--- config.mk ---
export PLATFORM = sky130hd
export DESIGN_NAME = poker_deal_sequencer_flat
export DESIGN_NICKNAME = d
export VERILOG_FILES = /design/src/rtl/poker_deal_sequencer_if.sv /design/src/rtl/poker_deal_sequencer.sv /design/src/flat_wrapper.sv
export SDC_FILE = /design/constraint.sdc
export NUM_CORES = 1
export LEC_CHECK = 0
export ABC_AREA = 1
export CORE_MARGIN = 10
export CORE_UTILIZATION = 45
export CTS_BUF_LIST = sky130_fd_sc_hd__clkbuf_4 sky130_fd_sc_hd__clkbuf_8
export DETAILED_ROUTE_END_ITERATION = 8
export PLACE_DENSITY = 0.64
export SYNTH_ARGS = -nofsm -noshare
export SYNTH_HDL_FRONTEND = slang
export SYNTH_SLANG_ARGS = --single-unit
--- constraint.sdc ---
create_clock -name clk -period 4.3 [get_ports clk]
set_input_delay 0.86 -clock clk [delete_from_list [all_inputs] [get_ports clk]]
set_output_delay 0.86 -clock clk [all_outputs]
set_load 0.02 [all_outputs]
--- src/rtl/poker_deal_sequencer_if.sv ---
// Deal/evaluate bundle between a poker round sequencer and its host.
// slave: sequencer side; master: host/evaluator side. Scores need POKER_SCORE_EN.
interface poker_deal_sequencer_if;
  logic        start_button;
  logic [15:0] rand_in;
  logic        eval_done;
  logic        winner_in;
  logic        tie_in;
  logic        card_wr_en;
  logic [3:0]  card_wr_idx;
  logic [5:0]  card_wr_num;
  logic        start_computation;
  logic        busy;
  logic        result_valid;
  logic        winner;
  logic        tie;
  logic        eval_timeout;
  logic [7:0]  round_count;
`ifdef POKER_SCORE_EN
  logic [7:0]  score_p1;
  logic [7:0]  score_p2;

  modport slave (
    input  start_button, rand_in, eval_done,
    input  winner_in, tie_in,
    output card_wr_en, card_wr_idx, card_wr_num,
    output start_computation, busy, result_valid,
    output winner, tie, eval_timeout, round_count,
    output score_p1, score_p2
  );

  modport master (
    output start_button, rand_in, eval_done,
    output winner_in, tie_in,
    input  card_wr_en, card_wr_idx, card_wr_num,
    input  start_computation, busy, result_valid,
    input  winner, tie, eval_timeout, round_count,
    input  score_p1, score_p2
  );
`else
  modport slave (
    input  start_button, rand_in, eval_done,
    input  winner_in, tie_in,
    output card_wr_en, card_wr_idx, card_wr_num,
    output start_computation, busy, result_valid,
    output winner, tie, eval_timeout, round_count
  );

  modport master (
    output start_button, rand_in, eval_done,
    output winner_in, tie_in,
    input  card_wr_en, card_wr_idx, card_wr_num,
    input  start_computation, busy, result_valid,
    input  winner, tie, eval_timeout, round_count
  );
`endif
endinterface

--- src/rtl/poker_deal_sequencer.sv ---
// Poker round sequencer: deals 9 unique cards from an RNG, starts the
// evaluator, waits for its result (with timeout) and keeps round status.
// Ports: clk, rst (sync, active-high), bus (poker_deal_sequencer_if.slave).
// Optional POKER_SCORE_EN adds saturating per-player win tallies.
module poker_deal_sequencer (
  input  logic                         clk,
  input  logic                         rst,
  poker_deal_sequencer_if.slave        bus
);

  typedef enum logic [2:0] {
    IDLE,
    CLEAR,
    DEAL,
    COMPUTE,
    WAIT_EVAL,
    DONE
  } state_t;

  state_t      state;
  state_t      state_nxt;

  logic [51:0] used;
  logic [63:0] used_ext;
  logic [51:0] pick;
  logic [3:0]  slot;
  logic [7:0]  wcnt;
  logic        start_q;
  logic        armed;

  logic [5:0]  cand;
  logic        start_req;
  logic        accept;
  logic        done_hit;
  logic        to_hit;
  logic        busy_nxt;

  logic        wr_en_q;
  logic [3:0]  wr_idx_q;
  logic [5:0]  wr_num_q;
  logic        start_comp_q;
  logic        busy_q;
  logic        res_valid_q;
  logic        winner_q;
  logic        tie_q;
  logic        timeout_q;
  logic [7:0]  rounds_q;

  // armed stays low after reset until the button is seen released,
  // so a button held through reset never counts as a press.
  assign start_req = bus.start_button & ~start_q & armed;

  assign cand = bus.rand_in[5:0];

  // Codes 52..63 look permanently used, which rejects them for free.
  assign used_ext = {12'hfff, used};
  assign pick     = 52'd1 << cand;
  assign accept   = (state == DEAL) && !used_ext[cand];

  assign done_hit = (state == WAIT_EVAL) && bus.eval_done;
  assign to_hit   = (state == WAIT_EVAL) && !bus.eval_done
                    && (wcnt == 8'd254);

  always_ff @(posedge clk) begin
    if (rst) state <= IDLE;
    else     state <= state_nxt;
  end

  always_comb begin
    state_nxt = state;
    unique case (state)
      IDLE:      if (start_req) state_nxt = CLEAR;
      CLEAR:     state_nxt = DEAL;
      DEAL:      if (accept && slot == 4'd8) state_nxt = COMPUTE;
      COMPUTE:   state_nxt = WAIT_EVAL;
      WAIT_EVAL: begin
        if (done_hit)    state_nxt = DONE;
        else if (to_hit) state_nxt = IDLE;
      end
      DONE:      if (start_req) state_nxt = CLEAR;
      default:   state_nxt = IDLE;
    endcase
  end

  always_comb begin
    busy_nxt = 1'b0;
    unique case (1'b1)
      state_nxt == CLEAR,
      state_nxt == DEAL,
      state_nxt == COMPUTE,
      state_nxt == WAIT_EVAL: busy_nxt = 1'b1;
      default:                busy_nxt = 1'b0;
    endcase
  end

  always_ff @(posedge clk) begin
    if (rst) begin
      used         <= '0;
      slot         <= '0;
      wcnt         <= '0;
      start_q      <= 1'b0;
      armed        <= 1'b0;
      wr_en_q      <= 1'b0;
      wr_idx_q     <= '0;
      wr_num_q     <= '0;
      start_comp_q <= 1'b0;
      busy_q       <= 1'b0;
      res_valid_q  <= 1'b0;
      winner_q     <= 1'b0;
      tie_q        <= 1'b0;
      timeout_q    <= 1'b0;
      rounds_q     <= '0;
    end else begin
      start_q      <= bus.start_button;
      if (!bus.start_button) armed <= 1'b1;
      wr_en_q      <= accept;
      start_comp_q <= (state_nxt == COMPUTE);
      busy_q       <= busy_nxt;
      res_valid_q  <= done_hit;
      if (state == CLEAR) begin
        used      <= '0;
        slot      <= '0;
        timeout_q <= 1'b0;
      end
      if (accept) begin
        used     <= used | pick;
        slot     <= slot + 4'd1;
        wr_idx_q <= slot;
        wr_num_q <= cand;
      end
      if (state == COMPUTE)
        wcnt <= '0;
      else if (state == WAIT_EVAL && !bus.eval_done)
        wcnt <= wcnt + 8'd1;
      if (to_hit) timeout_q <= 1'b1;
      if (done_hit) begin
        winner_q <= bus.winner_in;
        tie_q    <= bus.tie_in;
        if (rounds_q != 8'hff) rounds_q <= rounds_q + 8'd1;
      end
    end
  end

  assign bus.card_wr_en        = wr_en_q;
  assign bus.card_wr_idx       = wr_idx_q;
  assign bus.card_wr_num       = wr_num_q;
  assign bus.start_computation = start_comp_q;
  assign bus.busy              = busy_q;
  assign bus.result_valid      = res_valid_q;
  assign bus.winner            = winner_q;
  assign bus.tie               = tie_q;
  assign bus.eval_timeout      = timeout_q;
  assign bus.round_count       = rounds_q;

`ifdef POKER_SCORE_EN
  logic [7:0] s1_q;
  logic [7:0] s2_q;

  always_ff @(posedge clk) begin
    if (rst) begin
      s1_q <= '0;
      s2_q <= '0;
    end else if (done_hit && !bus.tie_in) begin
      if (!bus.winner_in && s1_q != 8'hff) s1_q <= s1_q + 8'd1;
      if (bus.winner_in && s2_q != 8'hff)  s2_q <= s2_q + 8'd1;
    end
  end

  assign bus.score_p1 = s1_q;
  assign bus.score_p2 = s2_q;
`endif

endmodule

--- src/flat_wrapper.sv ---
// flat-port wrapper written by rule: the top's interface ports become plain ports
module poker_deal_sequencer_flat 
  (clk, rst, bus_start_button, bus_rand_in, bus_eval_done, bus_winner_in, bus_tie_in, bus_card_wr_en, bus_card_wr_idx, bus_card_wr_num, bus_start_computation, bus_busy, bus_result_valid, bus_winner, bus_tie, bus_eval_timeout, bus_round_count);
  poker_deal_sequencer_if bus_i ();
  input  logic clk;
  input  logic rst;
  input wire logic [$bits(bus_i.start_button)-1:0] bus_start_button;
  input wire logic [$bits(bus_i.rand_in)-1:0] bus_rand_in;
  input wire logic [$bits(bus_i.eval_done)-1:0] bus_eval_done;
  input wire logic [$bits(bus_i.winner_in)-1:0] bus_winner_in;
  input wire logic [$bits(bus_i.tie_in)-1:0] bus_tie_in;
  output wire logic [$bits(bus_i.card_wr_en)-1:0] bus_card_wr_en;
  output wire logic [$bits(bus_i.card_wr_idx)-1:0] bus_card_wr_idx;
  output wire logic [$bits(bus_i.card_wr_num)-1:0] bus_card_wr_num;
  output wire logic [$bits(bus_i.start_computation)-1:0] bus_start_computation;
  output wire logic [$bits(bus_i.busy)-1:0] bus_busy;
  output wire logic [$bits(bus_i.result_valid)-1:0] bus_result_valid;
  output wire logic [$bits(bus_i.winner)-1:0] bus_winner;
  output wire logic [$bits(bus_i.tie)-1:0] bus_tie;
  output wire logic [$bits(bus_i.eval_timeout)-1:0] bus_eval_timeout;
  output wire logic [$bits(bus_i.round_count)-1:0] bus_round_count;
  assign bus_i.start_button = bus_start_button;
  assign bus_i.rand_in = bus_rand_in;
  assign bus_i.eval_done = bus_eval_done;
  assign bus_i.winner_in = bus_winner_in;
  assign bus_i.tie_in = bus_tie_in;
  assign bus_card_wr_en = bus_i.card_wr_en;
  assign bus_card_wr_idx = bus_i.card_wr_idx;
  assign bus_card_wr_num = bus_i.card_wr_num;
  assign bus_start_computation = bus_i.start_computation;
  assign bus_busy = bus_i.busy;
  assign bus_result_valid = bus_i.result_valid;
  assign bus_winner = bus_i.winner;
  assign bus_tie = bus_i.tie;
  assign bus_eval_timeout = bus_i.eval_timeout;
  assign bus_round_count = bus_i.round_count;
  poker_deal_sequencer u_core (.clk(clk), .rst(rst), .bus(bus_i));
endmodule
# Word level (Yosys, flattened, before mapping)

Cells that the tools add are included.

Input port bits: 22
Register bits after elaboration: 94

Muxes and demuxes: 14
Reduce and logical (&&, ||, !) cells: 14
Add/sub/neg operators: 3
Shifts and indexed selects: 1
Bitwise operators: 4
$lt $le $gt $ge: 1
Equal/unequal tests: 12

Operator list:

| cell                   | count |
|---|---|
| $mux W52               | 2 |
| $or A52 B52 Y52        | 1 |
| $shl A1 B6 Y52 const A | 1 |
| $add A8 B1 Y8 const B  | 2 |
| $pmux W3 S5            | 1 |
| $eq A3 B2 Y1 const B   | 4 |
| $mux W3                | 4 |
| $eq A3 B3 Y1 const B   | 3 |
| $eq A8 B8 Y1 const B   | 1 |
| $mux W4                | 2 |
| $ne A8 B8 Y1 const B   | 1 |
| $lt A6 B7 Y1 const B   | 1 |
| $bmux W1 S6            | 1 |
| $eq A3 B1 Y1 const B   | 2 |
| $logic_and A1 B1 Y1    | 5 |
| $add A4 B1 Y4 const B  | 1 |
| $eq A4 B4 Y1 const B   | 1 |
| $mux W1                | 4 |
| $reduce_bool A2 Y1     | 2 |
| $reduce_or A2 Y1       | 2 |
| $reduce_or A4 Y1       | 1 |
| $logic_not A3 Y1       | 1 |
| $and A1 B1 Y1          | 2 |
| $logic_not A1 Y1       | 2 |
| other kinds (2)        | 2 |

# Longest topological paths before layout

Depth in word-level cells: 10
Mapped depth: 16

# Worst setup path after synthesis

No wires, ideal clock.

Kind: input-to-reg
Start: in bus_rand_in[1]
End: reg u_core.used[33]
Data arrival time: 2.164 ns
Path slack: 2.008 ns
Stages on the path: 14
Buffers on the path: 2
Path through: buf_2 > nor2_1 > nand2_1 > inv_1 > nor2_1 > nand3_1 > nand3_1 > nand2_1 > nand2_2 > nand3_1 > buf_2 > nor2_1 > nor2_1 > nor2_1

Word-level cells in the longest chain between the ends: 5
Elaborated cells on any way between the ends: 8

RTL lines:

| item                                                  | RTL line                    | RTL |
|---|---|---|
| from (decl)                                           | flat_wrapper.sv:8           | `input wire logic [$bits(bus_i.rand_in)-1:0] bus_rand_in;` |
| $bmux W1 S6                                           | poker_deal_sequencer.sv:58  | `assign accept = (state == DEAL) && !used_ext[cand];` |
| $mux W1 (not written as such)                         | poker_deal_sequencer.sv:58  |  |
| $logic_not A1 Y1                                      | poker_deal_sequencer.sv:58  |  |
| $logic_and A1 B1 Y1                                   | poker_deal_sequencer.sv:58  |  |
| $mux W52 / $reduce_bool A2 Y1 (equally long branches) | --                          |  |
| to (signal assigned)                                  | poker_deal_sequencer.sv:126 | `used <= used \| pick;` |
| to (decl)                                             | poker_deal_sequencer.sv:23  | `logic [51:0] used;` |

Several ways; a longest one is shown, not always the timed one. The select of a mux whose other input is x is not followed.
A chain may end at the register's enable or synchronous reset.

# Worst setup path in the final report

Start: in bus_rand_in[2]
End: reg u_core.used[32]

Same word-level chain as after synthesis.

==> parameters.txt <==
Parameter                              Value

Critical path
  Worst Path Class, Setup ... in2reg
  Highest fanout seen on the critical path ... 20
  Worst path slowest cell ... sky130_fd_sc_hd__clkdlybuf4s50_1
  Biggest cell delay along the critical path ... approximately 0.82 ns
  Critical path cell sequence ... clkdlybuf4s50_1, inv_1, nor2_2, nand2_1, nand2_1, clkinv_1, nand2_1, a21oi_1, nand3_1, buf_4, nor2_1, nor2_1, nor2_1
  Kind of start point of the critical path ... primary input
  Data arrival time of the worst path ... 3.39 ns
  Worst setup EP type ... flop
  Required time at the worst-slack endpoint ... 4.55 ns

Power and ir drop
  Net switching fraction of the power ... 0.272
  Net switching power figure ... approximately 0.46 mW
  Largest voltage drop on the vdd net ... 0.169 mV
  Clock power share ... 0.367
  Part of the total power dissipated in sequential elements ... 0.528
  Post-layout power ... roughly 1.7 mW
  Power density relative to cell area ... 316 mW/mm2
  Leakage power ... ~2.1 nW
  Internal power ... 1.22 mW
  Logic pwr share ... 0.105

Drt
  Routed length per instance ... 13.4 um
  Routed via count divided by cell count ... 5.09
  First drt pass iteration count ... 5
  Drc violations ... 0
  DRT iter0 DRCs ... a little under 300
  Count of vias placed by the detailed router ... ~4,500
  Post-detailed-route count of antenna-violating nets ... 0
  Total wire length ... 11,800 um

Placed design
  Final HPWL DP ... 7930 um
  Count of input and output buffers ... 36
  Weighted congestion at the end of routability-driven global placement ... 0.921

Layout
  Area growth from synthesis to final layout ... 14.9%
  Share of the core filled with cells ... 0.537
  Number of diodes added for antenna fixing ... 0
  Final-layout fill cell count ... about 1,000
  Fraction of layout cells with a size suffix above 1 ... 0.0697
  Final #Nets ... 768

Yosys
  Sequential-to-total area share from yosys stat ... 0.407
  Arithmetic-cell share of the synthesized area counting full adders, half adders and majority gates ... 0.0135
  Proportion of synthesized flip-flops having asynchronous set or reset ... 0
  Synthesis-stage register bit count ... 94
  Top cell type's share of synthesized area ... 0.407
  Net count after synthesis ... 739
  Average instance area after synthesis ... 6.50 um2
  Post-synth top flop ... sky130_fd_sc_hd__dfxtp_1
  Most frequent cell after synthesis ... sky130_fd_sc_hd__nand2_1
  Post-synthesis share of cell area spent on xor and xnor gates ... 0.00378
  Synth top area cells ... sky130_fd_sc_hd__dfxtp_1, sky130_fd_sc_hd__nand2_1, sky130_fd_sc_hd__nor2_1
  Commonest cells in the netlist ... sky130_fd_sc_hd__nand2_1, sky130_fd_sc_hd__nor2_1, sky130_fd_sc_hd__dfxtp_1, sky130_fd_sc_hd__inv_1, sky130_fd_sc_hd__a21oi_1
  YS warnings ... 0
  Gate count after technology mapping ... approximately 710
  Mux cell area share after synthesis ... 0
  Largest family of logic cells by synthesized area ... simple AND/OR/NAND/NOR gates
  Fraction of the mapped netlist area in simple logic gates ... 0.352
  Synthesized area ... 0.00463 mm2
  Unique masters post-synth ... 33
  Fraction of the mapped netlist area in compound gates ... 0.110
  Number of synthesized flops with an enable pin ... 0
  Largest area contributor in the netlist ... sky130_fd_sc_hd__dfxtp_1

Floorplanning
  Die footprint ... 0.0147 mm2
  Total number of placement rows ... 36
  Core area ... 0.00991 mm2
  Y dimension of the die ... ~120 um
  Initial core utilization ... 0.467
  Die X-Extent ... 121 um
  Ports placed on the boundary ... 47

Clock tree
  Quantity of hold-fixing buffers added after cts ... 0
  Clock tree from TritonCTS ... yes
  Root Buffer Master ... sky130_fd_sc_hd__clkbuf_8
  CTS Sinks ... 94
  H-tree levels ... 3
  Buffer count from post-CTS setup fixing ... 0
  Number of buffers inserted during clock tree synthesis ... 9
  Number of gates resized after CTS ... 0
  Largest buffer count on any clock path ... 2
  Clock-pin transition on the worst setup and hold timing paths ... 0.09 ns
  Clk_lat worst skew ... 0.37 ns

Global route
  Global-route wire length before repair ... 20,300 um
  Maximum number of pins on one net before global-route repair ... 42
  Vias in the first global route ... 4,327
  Residual overflow from global routing ... 0
  Total GRT Usage ... 0.165
  Number of antenna violations at the first check in global routing ... 0

Timing
  Max-slew violation count ... 0
  Slew of the pin with the lowest slew margin ... 0.895 ns
  Clock tree skew after final layout ... 0.0127 ns
  Final count of negative-setup-slack endpoints ... 0
  Final worst-path cycle share ... 0.731
  Final hold viol count ... 0
  Setup repair after global routing missed its margin ... no
  Sum of negative setup slack ... 0 ns
  Tightest hold margin ... roughly 0.45 ns
  Shortest period the worst path allows ... 3.14 ns
  F_max ... around 320 MHz
  Max transition margin ... 0.402

Worst hold path
  Hold/Removal Path Class ... reg2reg

Status
  Outcome ... completed

Run
  Count of maximum capacitance violations ... 0
-- per-layer routing --
layer | up-vias | wire length, um | track usage
met2 | 128 | 5430 | 0.270
met1 | 2028 | 5300 | 0.198
li1 | 2295 | - | -
met3 | 20 | 886 | 0.0526
met5 | - | 0 | 0
met4 | 0 | 200 | 0.0574
-- power groups by stage --
| stage | logic, mW | registers (mW) | clock network, mW |
|---|---|---|---|
| after floorplan | 0.102 | 0.914 | 0 |
| after global placement | 0.174 | 0.906 | 0 |
| after detailed placement | 0.175 | 0.906 | 0 |
| after CTS | 0.175 | 0.886 | 0.635 |
| after global routing | 0.194 | 0.888 | 0.665 |
| final | 0.176 | 0.886 | 0.617 |
-- worst max-delay path: cells and delay by family --
| kind | cells | cell delay, ns |
|---|---|---|
| AO/OA/AOI/OAI | 1 | 0.11 |
| AND/OR/NAND/NOR | 8 | 1.00 |
| buffers and inverters | 4 | 1.41 |
-- placed cells by master, fill, tap and decap left out, types with 2 or more instances in the layout --
master / n
sky130_fd_sc_hd__ha_1: 5
sky130_fd_sc_hd__nand4_1: 15
sky130_fd_sc_hd__clkdlybuf4s50_1: 36
sky130_fd_sc_hd__nand2_2: 4
sky130_fd_sc_hd__dfxtp_1: 94
sky130_fd_sc_hd__nor3_1: 23
sky130_fd_sc_hd__o21ai_0: 30
sky130_fd_sc_hd__o21a_1: 2
sky130_fd_sc_hd__inv_2: 7
sky130_fd_sc_hd__inv_1: 85
sky130_fd_sc_hd__nor3_2: 2
sky130_fd_sc_hd__nand3_1: 43
sky130_fd_sc_hd__clkbuf_8: 10
sky130_fd_sc_hd__nor2_1: 97
sky130_fd_sc_hd__clkinv_1: 2
sky130_fd_sc_hd__nor3b_1: 2
sky130_fd_sc_hd__xor2_1: 2
sky130_fd_sc_hd__a21oi_1: 61
sky130_fd_sc_hd__buf_4: 15
sky130_fd_sc_hd__nand2_1: 190
sky130_fd_sc_hd__clkinv_4: 2
sky130_fd_sc_hd__nor2_2: 3
-- registers in the layout (all words and copies together) (netlist names), 3 cells and up --
signal                  flops
u_core.bus.card_wr_num      6
u_core.slot                 4
u_core.wcnt                 8
u_core.state                3
u_core.used                52
u_core.bus.card_wr_idx      4
u_core.bus.round_count      8
-- through the flow --
| step | area (um2) | setup slack, ns | cells |
|---|---|---|---|
| floorplan | 4630 | 2.01 | 712 |
| global placement | 5110 | 0.862 | 863 |
| detailed placement | 5110 | 0.833 | 863 |
| CTS | 5320 | 1.22 | 879 |
| global route | 5320 | 0.980 | 879 |
| finish | 5320 | 1.16 | 879 |
-- path summary, 6_finish.rpt --
check / from / endpoint / slack (ns) / cells after the start
max: bus_rand_in[2] / u_core.used[32] / 1.16 / 13
min: u_core.used[3] / u_core.used[3] / 0.45 / 2
max reg2reg: u_core.state[2] / u_core.bus.round_count[3] / 2.35 / 8
min reg2reg: u_core.used[3] / u_core.used[3] / 0.45 / 2
-- logic make-up after synthesis --
kind of cell               Yosys count
and+or+nand+nor                    385
DFF                                 94
adders and majority gates            5
xor gates and xnor gates             2
buffers and inverters              128
AOI/OAI and AO/OA                   98
-- area by class of cell --
| cell class | instances | area, um2 | area share |
|---|---|---|---|
| clock buffers | 10 | 138 | 0.0259 |
| multi-input cells | 490 | 2220 | 0.417 |
| clock inverters | 6 | 68.8 | 0.0129 |
| flip-flops and latches | 94 | 1880 | 0.354 |
| repair buffers | 52 | 493 | 0.0927 |
| well taps | 133 | 166 | 0.0313 |
| inverters | 94 | 353 | 0.0663 |
Power figures use the tool's default switching activity.
